## src/rtl/ft64_fetch_pkg.sv

```systemverilog
// Shared types and defaults for the FT64 two-thread fetch scheduler.
package ft64_fetch_pkg;

  typedef logic thrd_t;

  localparam logic [31:0] DEF_RSTPC0       = 32'hFFFC0100;
  localparam logic [31:0] DEF_RSTPC1       = 32'hFFFC0200;
  localparam int unsigned DEF_MISS_TIMEOUT = 255;

  // Code reported to the core's panic logic when a fetch miss hangs.
  localparam logic [3:0]  PANIC_FETCHHANG  = 4'd9;

endpackage

```

## src/rtl/ft64_fetch_sched_if.sv

```systemverilog
// Fetch-scheduler bus: backend/fetch-stage redirects in, I-cache fetch request out.
interface ft64_fetch_sched_if #(
  parameter int AMSB = 31
);
  logic            thread_en;
  logic            freeze;
  logic            fb_ready;
  logic            phit;
  logic [2:0]      insln;
  logic            branchmiss;
  logic            branchmiss_thrd;
  logic [AMSB:0]   misspc;
  logic            redir_v;
  logic            redir_thrd;
  logic [AMSB:0]   redir_pc;
  logic            fetch_v;
  logic            fetch_thrd;
  logic [AMSB:0]   fetch_pc;
  logic            fetch_locked;
  logic [AMSB:0]   pc0;
  logic [AMSB:0]   pc1;
  logic            panic;

  modport master (
    input  thread_en, freeze, fb_ready, phit, insln,
           branchmiss, branchmiss_thrd, misspc,
           redir_v, redir_thrd, redir_pc,
    output fetch_v, fetch_thrd, fetch_pc, fetch_locked, pc0, pc1, panic
  );

  modport slave (
    output thread_en, freeze, fb_ready, phit, insln,
           branchmiss, branchmiss_thrd, misspc,
           redir_v, redir_thrd, redir_pc,
    input  fetch_v, fetch_thrd, fetch_pc, fetch_locked, pc0, pc1, panic
  );

endinterface

```

## src/rtl/ft64_rr2.sv

```systemverilog
// Two-requester round-robin picker: prefers the requester that was not served last.
module ft64_rr2
  import ft64_fetch_pkg::*;
(
  input  logic [1:0] req,
  input  thrd_t      last,
  output thrd_t      grant
);

  // With no other requester pending the previous winner keeps the grant.
  always_comb begin
    grant = last;
    if (req[~last]) grant = ~last;
  end

endmodule

```

## src/rtl/ft64_fetch_sched.sv

```systemverilog
// FT64 two-thread fetch scheduler: per-thread PCs, redirect priority,
// miss lock and hung-miss panic.
//
// state     | meaning
// ST_FETCH  | selected thread free to fetch / switch
// ST_MISS   | selected thread waiting on an I-cache miss, selection frozen
module ft64_fetch_sched
  import ft64_fetch_pkg::*;
#(
  parameter int              AMSB         = 31,
  parameter logic [AMSB:0]   RSTPC0       = DEF_RSTPC0,
  parameter logic [AMSB:0]   RSTPC1       = DEF_RSTPC1,
  parameter int unsigned     MISS_TIMEOUT = DEF_MISS_TIMEOUT
) (
  input  logic                clk,
  input  logic                rst,
  ft64_fetch_sched_if.master  bus
);

  localparam logic [0:0] ST_FETCH = 1'b0;
  localparam logic [0:0] ST_MISS  = 1'b1;
  localparam logic [7:0] MCNT_MAX = 8'(MISS_TIMEOUT);

  logic [AMSB:0] pc0_r, pc1_r;
  thrd_t         sel_r, last_r;
  logic [0:0]    lock_r;
  logic [7:0]    mcnt_r;
  logic          panic_r;

  logic          elig1;
  logic          kill0, kill1, kill_sel;
  logic          fetch_v, fetch_done, miss;
  logic [AMSB:0] insln_x, pc0_nxt, pc1_nxt;
  thrd_t         rr_last, grant, sel_nxt;

  assign elig1    = bus.thread_en;
  assign kill0    = (bus.branchmiss & ~bus.branchmiss_thrd) | (bus.redir_v & ~bus.redir_thrd);
  assign kill1    = (bus.branchmiss &  bus.branchmiss_thrd) | (bus.redir_v &  bus.redir_thrd);
  assign kill_sel = sel_r ? kill1 : kill0;

  assign fetch_v    = ~rst & ~bus.freeze & bus.fb_ready &
                      (~sel_r | elig1 | (lock_r == ST_MISS));
  assign fetch_done = fetch_v & bus.phit & ~kill_sel;
  assign miss       = fetch_v & ~bus.phit & ~kill_sel;

  assign insln_x = {{(AMSB-2){1'b0}}, bus.insln};

  // Branch miss beats fetch-stage redirect, which beats sequential advance.
  always_comb begin
    pc0_nxt = pc0_r;
    if (bus.branchmiss && !bus.branchmiss_thrd)  pc0_nxt = bus.misspc;
    else if (bus.redir_v && !bus.redir_thrd)     pc0_nxt = bus.redir_pc;
    else if (fetch_done && !sel_r)               pc0_nxt = pc0_r + insln_x;
  end

  always_comb begin
    pc1_nxt = pc1_r;
    if (bus.branchmiss && bus.branchmiss_thrd)   pc1_nxt = bus.misspc;
    else if (bus.redir_v && bus.redir_thrd)      pc1_nxt = bus.redir_pc;
    else if (fetch_done && sel_r)                pc1_nxt = pc1_r + insln_x;
  end

  // On a completed fetch the thread just served counts as the last winner.
  assign rr_last = fetch_done ? sel_r : last_r;

  ft64_rr2 u_rr2 (
    .req   ({elig1, 1'b1}),
    .last  (rr_last),
    .grant (grant)
  );

  always_comb begin
    sel_nxt = sel_r;
    if (fetch_done)
      sel_nxt = grant;
    else if (lock_r == ST_FETCH && sel_r && !elig1)
      sel_nxt = 1'b0;
  end

  always_ff @(posedge clk) begin
    if (rst) begin
      pc0_r   <= RSTPC0;
      pc1_r   <= RSTPC1;
      sel_r   <= 1'b0;
      last_r  <= 1'b1;
      lock_r  <= ST_FETCH;
      mcnt_r  <= 8'd0;
      panic_r <= 1'b0;
    end else begin
      pc0_r <= pc0_nxt;
      pc1_r <= pc1_nxt;
      sel_r <= sel_nxt;
      if (fetch_done) last_r <= sel_r;

      if (bus.phit || kill_sel)
        lock_r <= ST_FETCH;
      else if (miss)
        lock_r <= ST_MISS;

      if (bus.phit || kill_sel)
        mcnt_r <= 8'd0;
      else if (fetch_v && lock_r == ST_MISS && mcnt_r != MCNT_MAX)
        mcnt_r <= mcnt_r + 8'd1;

      if (mcnt_r == MCNT_MAX) panic_r <= 1'b1;
    end
  end

  assign bus.fetch_v      = fetch_v;
  assign bus.fetch_thrd   = sel_r;
  assign bus.fetch_pc     = sel_r ? pc1_r : pc0_r;
  assign bus.fetch_locked = (lock_r == ST_MISS);
  assign bus.pc0          = pc0_r;
  assign bus.pc1          = pc1_r;
  assign bus.panic        = panic_r;

endmodule

```

## src/flat_wrapper.sv

```systemverilog
// flat-port wrapper written by rule: the top's interface ports become plain ports
module ft64_fetch_sched_flat import ft64_fetch_pkg::*;
#(
  parameter int              AMSB         = 31,
  parameter logic [AMSB:0]   RSTPC0       = DEF_RSTPC0,
  parameter logic [AMSB:0]   RSTPC1       = DEF_RSTPC1,
  parameter int unsigned     MISS_TIMEOUT = DEF_MISS_TIMEOUT
)
  (clk, rst, bus_thread_en, bus_freeze, bus_fb_ready, bus_phit, bus_insln, bus_branchmiss, bus_branchmiss_thrd, bus_misspc, bus_redir_v, bus_redir_thrd, bus_redir_pc, bus_fetch_v, bus_fetch_thrd, bus_fetch_pc, bus_fetch_locked, bus_pc0, bus_pc1, bus_panic);
  ft64_fetch_sched_if #(.AMSB(AMSB)) bus_i ();
  input  logic clk;
  input  logic rst;
  input wire logic [$bits(bus_i.thread_en)-1:0] bus_thread_en;
  input wire logic [$bits(bus_i.freeze)-1:0] bus_freeze;
  input wire logic [$bits(bus_i.fb_ready)-1:0] bus_fb_ready;
  input wire logic [$bits(bus_i.phit)-1:0] bus_phit;
  input wire logic [$bits(bus_i.insln)-1:0] bus_insln;
  input wire logic [$bits(bus_i.branchmiss)-1:0] bus_branchmiss;
  input wire logic [$bits(bus_i.branchmiss_thrd)-1:0] bus_branchmiss_thrd;
  input wire logic [$bits(bus_i.misspc)-1:0] bus_misspc;
  input wire logic [$bits(bus_i.redir_v)-1:0] bus_redir_v;
  input wire logic [$bits(bus_i.redir_thrd)-1:0] bus_redir_thrd;
  input wire logic [$bits(bus_i.redir_pc)-1:0] bus_redir_pc;
  output wire logic [$bits(bus_i.fetch_v)-1:0] bus_fetch_v;
  output wire logic [$bits(bus_i.fetch_thrd)-1:0] bus_fetch_thrd;
  output wire logic [$bits(bus_i.fetch_pc)-1:0] bus_fetch_pc;
  output wire logic [$bits(bus_i.fetch_locked)-1:0] bus_fetch_locked;
  output wire logic [$bits(bus_i.pc0)-1:0] bus_pc0;
  output wire logic [$bits(bus_i.pc1)-1:0] bus_pc1;
  output wire logic [$bits(bus_i.panic)-1:0] bus_panic;
  assign bus_i.thread_en = bus_thread_en;
  assign bus_i.freeze = bus_freeze;
  assign bus_i.fb_ready = bus_fb_ready;
  assign bus_i.phit = bus_phit;
  assign bus_i.insln = bus_insln;
  assign bus_i.branchmiss = bus_branchmiss;
  assign bus_i.branchmiss_thrd = bus_branchmiss_thrd;
  assign bus_i.misspc = bus_misspc;
  assign bus_i.redir_v = bus_redir_v;
  assign bus_i.redir_thrd = bus_redir_thrd;
  assign bus_i.redir_pc = bus_redir_pc;
  assign bus_fetch_v = bus_i.fetch_v;
  assign bus_fetch_thrd = bus_i.fetch_thrd;
  assign bus_fetch_pc = bus_i.fetch_pc;
  assign bus_fetch_locked = bus_i.fetch_locked;
  assign bus_pc0 = bus_i.pc0;
  assign bus_pc1 = bus_i.pc1;
  assign bus_panic = bus_i.panic;
  ft64_fetch_sched #(.AMSB(AMSB), .RSTPC0(RSTPC0), .RSTPC1(RSTPC1), .MISS_TIMEOUT(MISS_TIMEOUT)) u_core (.clk(clk), .rst(rst), .bus(bus_i));
endmodule
```

## config.mk

```make
export PLATFORM = sky130hd
export DESIGN_NAME = ft64_fetch_sched_flat
export DESIGN_NICKNAME = d
export VERILOG_FILES = /design/src/rtl/ft64_fetch_pkg.sv /design/src/rtl/ft64_fetch_sched_if.sv /design/src/rtl/ft64_rr2.sv /design/src/rtl/ft64_fetch_sched.sv /design/src/flat_wrapper.sv
export SDC_FILE = /design/constraint.sdc
export NUM_CORES = 1
export LEC_CHECK = 0
export BUFFER_PORTS_ARGS = -buffer_cell sky130_fd_sc_hd__clkbuf_2
export CAP_MARGIN = 20
export CORE_UTILIZATION = 30
export DETAILED_ROUTE_END_ITERATION = 6
export PLACE_DENSITY = 0.56
export REMOVE_ABC_BUFFERS = 1
export SYNTH_ARGS = -nofsm -noshare
export SYNTH_HDL_FRONTEND = slang
export SYNTH_HIERARCHICAL = 1
export SYNTH_SLANG_ARGS = --single-unit
```

## constraint.sdc

```tcl
create_clock -name clk -period 7.3 [get_ports clk]
set_clock_uncertainty 0.1 [all_clocks]
set_input_delay 0.365 -clock clk [delete_from_list [all_inputs] [get_ports clk]]
set_output_delay 0.365 -clock clk [all_outputs]
set_load 0.03 [all_outputs]
```

==> impl_metrics.toml, run 1 <==
[clock_tree]
clk_latency_ps = 360
cts_buffer_depth = 2
clk_pin_slew_ps = 60
numCtsBuffers = 9
clockRootBuffer = "clkbuf_16"
post_cts_buffers = 0
cts_tree = "yes"
cts.repair.resized = 0
cts_htree_levels = 3
cts_num_sinks = 76
holdBufCountCts = 0

[critical_path]
critical_path.endpoint_type = "flip-flop"
cp_max_fo = 29
startpoint_type = "flip-flop"
r2r_start = "u_core/bus.fetch_thrd$_SDFFE_PP0P_"
crit_path_start = "u_core/bus.fetch_thrd$_SDFFE_PP0P_"
critical_path_class = "flip-flop to flip-flop"
cp.required_ps = 7450
crit_arrival_ps = 3070

[yosys]
ys_ff_latch = 76
synth_area_leaders = "dfxtp_1 26%, o21ai_0 5.8%, mux2_2 5.0%"
synth_top_cell_by_area = "dfxtp_1"
syn_area_per_cell_um2 = 7.45
ys_warn_count = 6
seq_area_frac_synth_pct = 25.8
synth_edf_count = 0
synthArstFlopShare_pct = 0
syn_inst = 793
yosys.area.top_type_share_pct = 25.8
synth_flop_cell = "dfxtp_1"
ys_types = 82
syn-cell-area_um2 = 5910

[floorplan]
fp.dieH_um = 142
core_um2 = 19000
initial_core_util_pct = 31.1
dieWidth_um = 142
boundaryPins = 177
fp-row-count = 50
design.die.area_um2 = 20300

[finish]
multi_input_area_um2 = 4110
areaGrowthSynthToFinish_pct = 24.8
regArea_um2 = 1520
num-fill-cells = 2066
fin_area_um2 = 7370
final_util_pct = 38.8
antenna_cells = 0
layout.cells.non_filler = 1202
drive_gt1_share_pct = 27.7
num-nets-final = 1023

[power]
cellInternalPower_mw = 0.951
seq_power_share_pct = 34.2
power.density_nw_per_um2 = 203
power_frac_comb_pct = 29.3
ir_drop_mv = 0.116
power.switching_mw = 0.548
p_leak_nw = 2.96
clockPowerShare_pct = 36.5
netSwitchingFraction_pct = 36.6

[sta]
setup_tns_ps = 0
fmax_mhz = 342
rsz0062_at_grt = "no"
holdWs_ps = 129
drv_slew = 0
relSlewSlack_pct = 24.8
worst_slew_pin_slew_ps = 1120
fin_crit_ps = 2920
hold_viol_final = 0
fin_crit_sh_pct = 40.1
setup_viol = 0

[drt]
routedWlPerCell_um = 20.6
viasPerCell = 5.84
route.vias.total = 7025
firstDrtPassIters = 7
drc = 0
antenna_left = 0
drt_iter0_drc = 732
finalWirelength_um = 24800

[placed_design]
placedCellCount = 1186
place.gp.congestion = 0.879
portBuffers = 176
hpwl_um = 17400
placed_area_um2 = 7020

[hold_path]
min-delay-start = "bus_misspc[9]"
min_path_type = "input pin to flip-flop"

[grt]
grt_remaining_overflow = 0
grt_pass1_vias = 6300
grt_start_max_net_pins = 49
grt_pass1_wl_um = 37300
grt_usage_pct = 24.4
antenna_found_initial = 0

[status]
status = "finished, final reports clean"

[flow_run]
maxCapViolations = 0
## final timing paths
path                                     endpoint  slack [ps]  cells past startpoint
setup / recovery  u_core/bus.pc1[26]$_SDFFE_PP1P_        4380                      6
hold reg to reg    u_core/bus.pc0[0]$_SDFFE_PP0P_         400                      2
setup reg to reg  u_core/bus.pc1[26]$_SDFFE_PP1P_        4380                      6
hold / removal     u_core/bus.pc1[9]$_SDFFE_PP1P_         130                      2
## power by group through the flow
stage | sequential, mW | clock, mW | combinational [mW]
after floorplan | 0.566 | 0 | 0.221
after global placement | 0.523 | 0 | 0.432
after detailed placement | 0.523 | 0 | 0.433
after CTS | 0.513 | 0.553 | 0.435
after global routing | 0.522 | 0.571 | 0.470
final | 0.514 | 0.547 | 0.439
## worst max-delay path, stage by stage, from the launching register on
cell	delay, ps
dfxtp_2	720
buf_4	430
o21ai_0	340
o21a_1	510
nor4b_1	400
o211ai_1	130
a21o_1	180
## area by class of cell
class / count / share of cell area [%]
Clock buffer: 12 / 3.48
Clock inverter: 4 / 1.29
Inverter: 15 / 0.763
Multi-Input combinational cell: 642 / 55.7
Sequential cell: 76 / 20.6
Tap cell: 260 / 4.41
Timing Repair Buffer: 193 / 13.7
## sequential cells by signal, indices dropped and copies added, names as in the netlist
register and count:
u_core/bus.panic 1, u_core/mcnt_r 8, u_core/bus.fetch_locked 1, u_core/bus.fetch_thrd 1
u_core/bus.pc0 32, u_core/bus.pc1 32, u_core/last_r 1
## metal layers
metal  vias up  track usage, %  wire (um)
li1       3299               -          -
met1      3337            34.0      11100
met2       346            37.7      10900
met3        43            4.58       2190
met4         0            7.98        559
met5         -               0          0
## cells in the final DEF (no fill, tap or decap), types with 8 or more instances in the layout
| master | n |
|---|---|
| and3_1 | 12 |
| a211oi_1 | 20 |
| clkbuf_2 | 176 |
| o21ai_0 | 67 |
| or3_1 | 11 |
| a31oi_1 | 14 |
| dfxtp_1 | 75 |
| o31ai_1 | 8 |
| a311oi_1 | 9 |
| nand4_1 | 20 |
| a21oi_1 | 49 |
| nor3_1 | 25 |
| a221oi_1 | 10 |
| o221a_2 | 8 |
| nor2_1 | 76 |
| o211ai_1 | 9 |
| inv_1 | 15 |
| xor2_1 | 14 |
| mux2_2 | 26 |
| nand3_1 | 36 |
| xnor2_1 | 16 |
| nand2_1 | 77 |
| clkbuf_16 | 9 |
| buf_4 | 17 |
## logic make-up (layout without fill, tap and decap cells)
kind of cell	after synthesis	count (layout)	synth area share, %
xor+xnor	30	30	4.45
compound gates	261	261	30.2
other cells	1	1	0.0635
fa+ha+maj	9	9	2.16
buf+inv	75	224	5.23
mux	33	33	6.14
simple gates	308	308	26.0
flops	76	76	25.8
## cell usage after synthesis, types with 14 or more instances
master	number
a21oi_1	49
clkbuf_1	40
dfxtp_1	76
nand2_1	77
xnor2_1	16
inv_1	15
nor2_1	76
a211oi_1	20
o21ai_0	68
mux2_2	26
a31oi_1	14
nand4_1	20
xor2_1	14
nor3_1	25
nand3_1	36
## stage by stage
stage                     worst slack (ps)  total power [mW]
final                                 4380              1.50
after floorplan                       2920             0.787
after global placement                4320             0.956
after detailed placement              4210             0.956
after global routing                  4160              1.56
after CTS                             4380              1.50
(Power assumes the default switching activity.)
==> run 2, diff against run 1 <==
--- a/config.mk
+++ b/config.mk
@@ -5,11 +5,12 @@
 export SDC_FILE = /design/constraint.sdc
 export NUM_CORES = 1
 export LEC_CHECK = 0
+export ABC_AREA = 1
 export BUFFER_PORTS_ARGS = -buffer_cell sky130_fd_sc_hd__clkbuf_2
 export CAP_MARGIN = 20
 export CORE_UTILIZATION = 30
 export DETAILED_ROUTE_END_ITERATION = 6
-export PLACE_DENSITY = 0.56
+export PLACE_DENSITY = 0.57
 export REMOVE_ABC_BUFFERS = 1
 export SYNTH_ARGS = -nofsm -noshare
 export SYNTH_HDL_FRONTEND = slang
==> constraint.sdc (replaced) <==
create_clock -name clk -period 2.65 [get_ports clk]
set_clock_uncertainty 0.1 [all_clocks]
set_input_delay 0.1325 -clock clk [delete_from_list [all_inputs] [get_ports clk]]
set_output_delay 0.1325 -clock clk [all_outputs]
set_load 0.03 [all_outputs]
==> run 2 against run 1 <==
  * The run now ends with hold timing left
  * Combinational power rose to 3.2 times the previous value
  * Maximum frequency grew 23%
  * Count of clock-buffer cells in the layout stayed put
  * Via count rose by 20%
  * Sequential power grew to 2.7 times the previous value
  * Total power grew to 2.7 times the previous value
  * Global-route usage increased by 2.0 points
  * Flip-flop and latch count unchanged
  * Critical path depth is 7 higher
  * Critical path type unchanged
  * Critical endpoint is now u_core/bus.pc0[30]$_SDFFE_PP1P_
==> impl_metrics.toml, run 2 <==
[status]
status = "complete, but fails checks"
violations = "hold timing"

[critical_path]
cp_slowest_stage_delay_ps = 410
crit_buf_inv = 0
cp_max_fo = 4
cp_slowest_cell = "dfxtp_1"
crit_arrival_ps = 2530
rr_worst_depth = 13
path_depth = 13
critical_path.top_delay_family = "simple AND/OR/NAND/NOR gates"
cp.required_ps = 2800
startpoint_type = "flip-flop"
critical_path.endpoint_type = "flip-flop"
path_common_cell = "nand2_1"
critical_path_class = "flip-flop to flip-flop"
cp_cell_sequence = "ha_1 -> fa_1 -> nand2_1 -> nand2_1 -> nand3_1 -> nor2_1 -> nand2_1 -> nand2_1 -> nand3_1 -> nand2_1 -> nand2_1 -> nand2_1 -> nand2_1"
rrSetupSlack_ps = 280

[clock_tree]
cts_htree_levels = 3
clockRootBuffer = "clkbuf_16"
cts_buffer_depth = 2
cts_tree = "yes"
post_cts_buffers = 0
numCtsBuffers = 9
cts.repair.resized = 0
clk_latency_ps = 360
clk_pin_slew_ps = 60
cts_num_sinks = 76
holdBufCountCts = 11

[yosys]
synth_area_leaders = "nand2_1 24%, dfxtp_1 23%, o21ai_0 12%"
syn-cell-area_um2 = 6570
ys_types = 39
synth_top_cell_by_area = "nand2_1"
synthMuxAreaShare_pct = 0
syn_inst = 1205
ys_ff_latch = 76
synth.most_common_cell = "nand2_1"
synth_simple_gate_area_share_pct = 40.0
synthTopCellsByCount = "429 x nand2_1, 154 x o21ai_0, 135 x inv_1"
synth_top_family_by_area = "simple AND/OR/NAND/NOR gates"
syn_area_per_cell_um2 = 5.46
yosys.area.top_type_share_pct = 24.5
synth_flop_cell = "dfxtp_1"
yosys.area_share.adder_pct = 1.94
synth_xor_area_share_pct = 2.26
seq_area_frac_synth_pct = 23.1
synth_edf_count = 0
synthArstFlopShare_pct = 0
synth-compound-area-share_pct = 20.4
ys_warn_count = 6

[floorplan]
fp.dieH_um = 150
initial_core_util_pct = 31.0
design.die.area_um2 = 22500
fp-row-count = 53
boundaryPins = 177
core_um2 = 21200
dieWidth_um = 150

[placed_design]
hpwl_um = 22800
placedCellCount = 1629
portBuffers = 176
place_ws_ps = 393
place.gp.congestion = 0.936

[hold_path]
min_path_type = "input pin to flip-flop"
hold-path-cell-count = 5

[sta]
rsz0062_at_grt = "no"
relSlewSlack_pct = 66.4
worst_slew_pin_slew_ps = 503
drv_slew = 0
fin_ws_ps = 277
hold_viol_final = 2
fin_crit_ps = 2370
fin_crit_sh_pct = 89.6
setup_viol = 0
fmax_mhz = 421
holdWs_ps = -5.11
setup_tns_ps = 0

[finish]
final_cell_mix = "429 x nand2_1, 176 x clkbuf_2, 154 x o21ai_0"
num-fill-cells = 2405
drive_gt1_share_pct = 17.8
layout.cells.non_filler = 1656
antenna_cells = 0
final_common_cell = "nand2_1"
areaGrowthSynthToFinish_pct = 24.2
num-nets-final = 1462

[drt]
firstDrtPassIters = 6
finalWirelength_um = 29700
routedWlPerCell_um = 17.9
drc = 0
route.vias.total = 8434
drt_iter0_drc = 802
viasPerCell = 5.09
antenna_left = 0

[flow_run]
maxCapViolations = 0

[power]
power.density_nw_per_um2 = 504
p_leak_nw = 4.32
ir_drop_mv = 0.234

[grt]
grt_usage_pct = 26.4
grt_start_max_net_pins = 54
antenna_found_initial = 0
grt_pass1_vias = 7375
grt_pass1_wl_um = 43900
grt_remaining_overflow = 0
==> run 2: final timing paths <==
check,from,endpoint
max,u_core/bus.pc0[0]$_SDFFE_PP0P_,u_core/bus.pc0[30]$_SDFFE_PP1P_
min,bus_misspc[23],u_core/bus.pc1[23]$_SDFFE_PP1P_
max reg2reg,u_core/bus.pc0[0]$_SDFFE_PP0P_,u_core/bus.pc0[30]$_SDFFE_PP1P_
min reg2reg,u_core/bus.panic$_SDFFE_PP0N_,u_core/bus.panic$_SDFFE_PP0N_
==> run 2: layout make-up <==
class | instances | area, um2 | area share [%]
inverter | 141 | 534 | 6.54
timing repair buffer | 212 | 1220 | 14.9
multi-input combinational | 936 | 4250 | 52.1
sequential | 76 | 1520 | 18.7
clock buffer | 12 | 246 | 3.02
clock inverter | 4 | 48.8 | 0.598
tap | 275 | 344 | 4.21
==> run 2: worst min-delay path, cell delays in order <==
cell and delay [ps]:
clkbuf_2 90, nand2_1 50, nand2_1 50, nand2_1 40
nand2_1 50
==> run 2: metrics by stage <==
| stage | power, mW | instance area, um2 | utilization, % |
|---|---|---|---|
| 4_1_cts | 4.11 | 8160 | 38.5 |
| 6_report | 4.11 | 8160 | 38.5 |
| 3_3_place_gp | 2.81 | 7760 | 36.6 |
| 5_1_grt | 4.31 | 8160 | 38.5 |
| 3_5_place_dp | 2.81 | 7760 | 36.6 |
| 2_1_floorplan | 2.25 | 6310 | - |
==> run 2: kinds of logic after synthesis <==
group           after synthesis
buf+inv                     193
simple gates                653
other cells                   1
xor+xnor                     17
compound gates              256
flops                        76
fa+ha+maj                     9
==> run 2: routing by layer <==
layer	track usage, %	vias to the layer above	wire [um]
met1	36.9	3818	13200
met5	0	-	0
li1	-	4156	-
met4	8.23	0	669
met3	4.73	41	2730
met2	40.8	419	13100
==> run 2: power breakdown <==
part	internal [mW]	leakage [nW]	total, mW	switching, mW
Sequential	1.24	0.628	1.41	0.173
Combinational	0.432	3.54	1.41	0.980
Clock	0.755	0.147	1.29	0.537
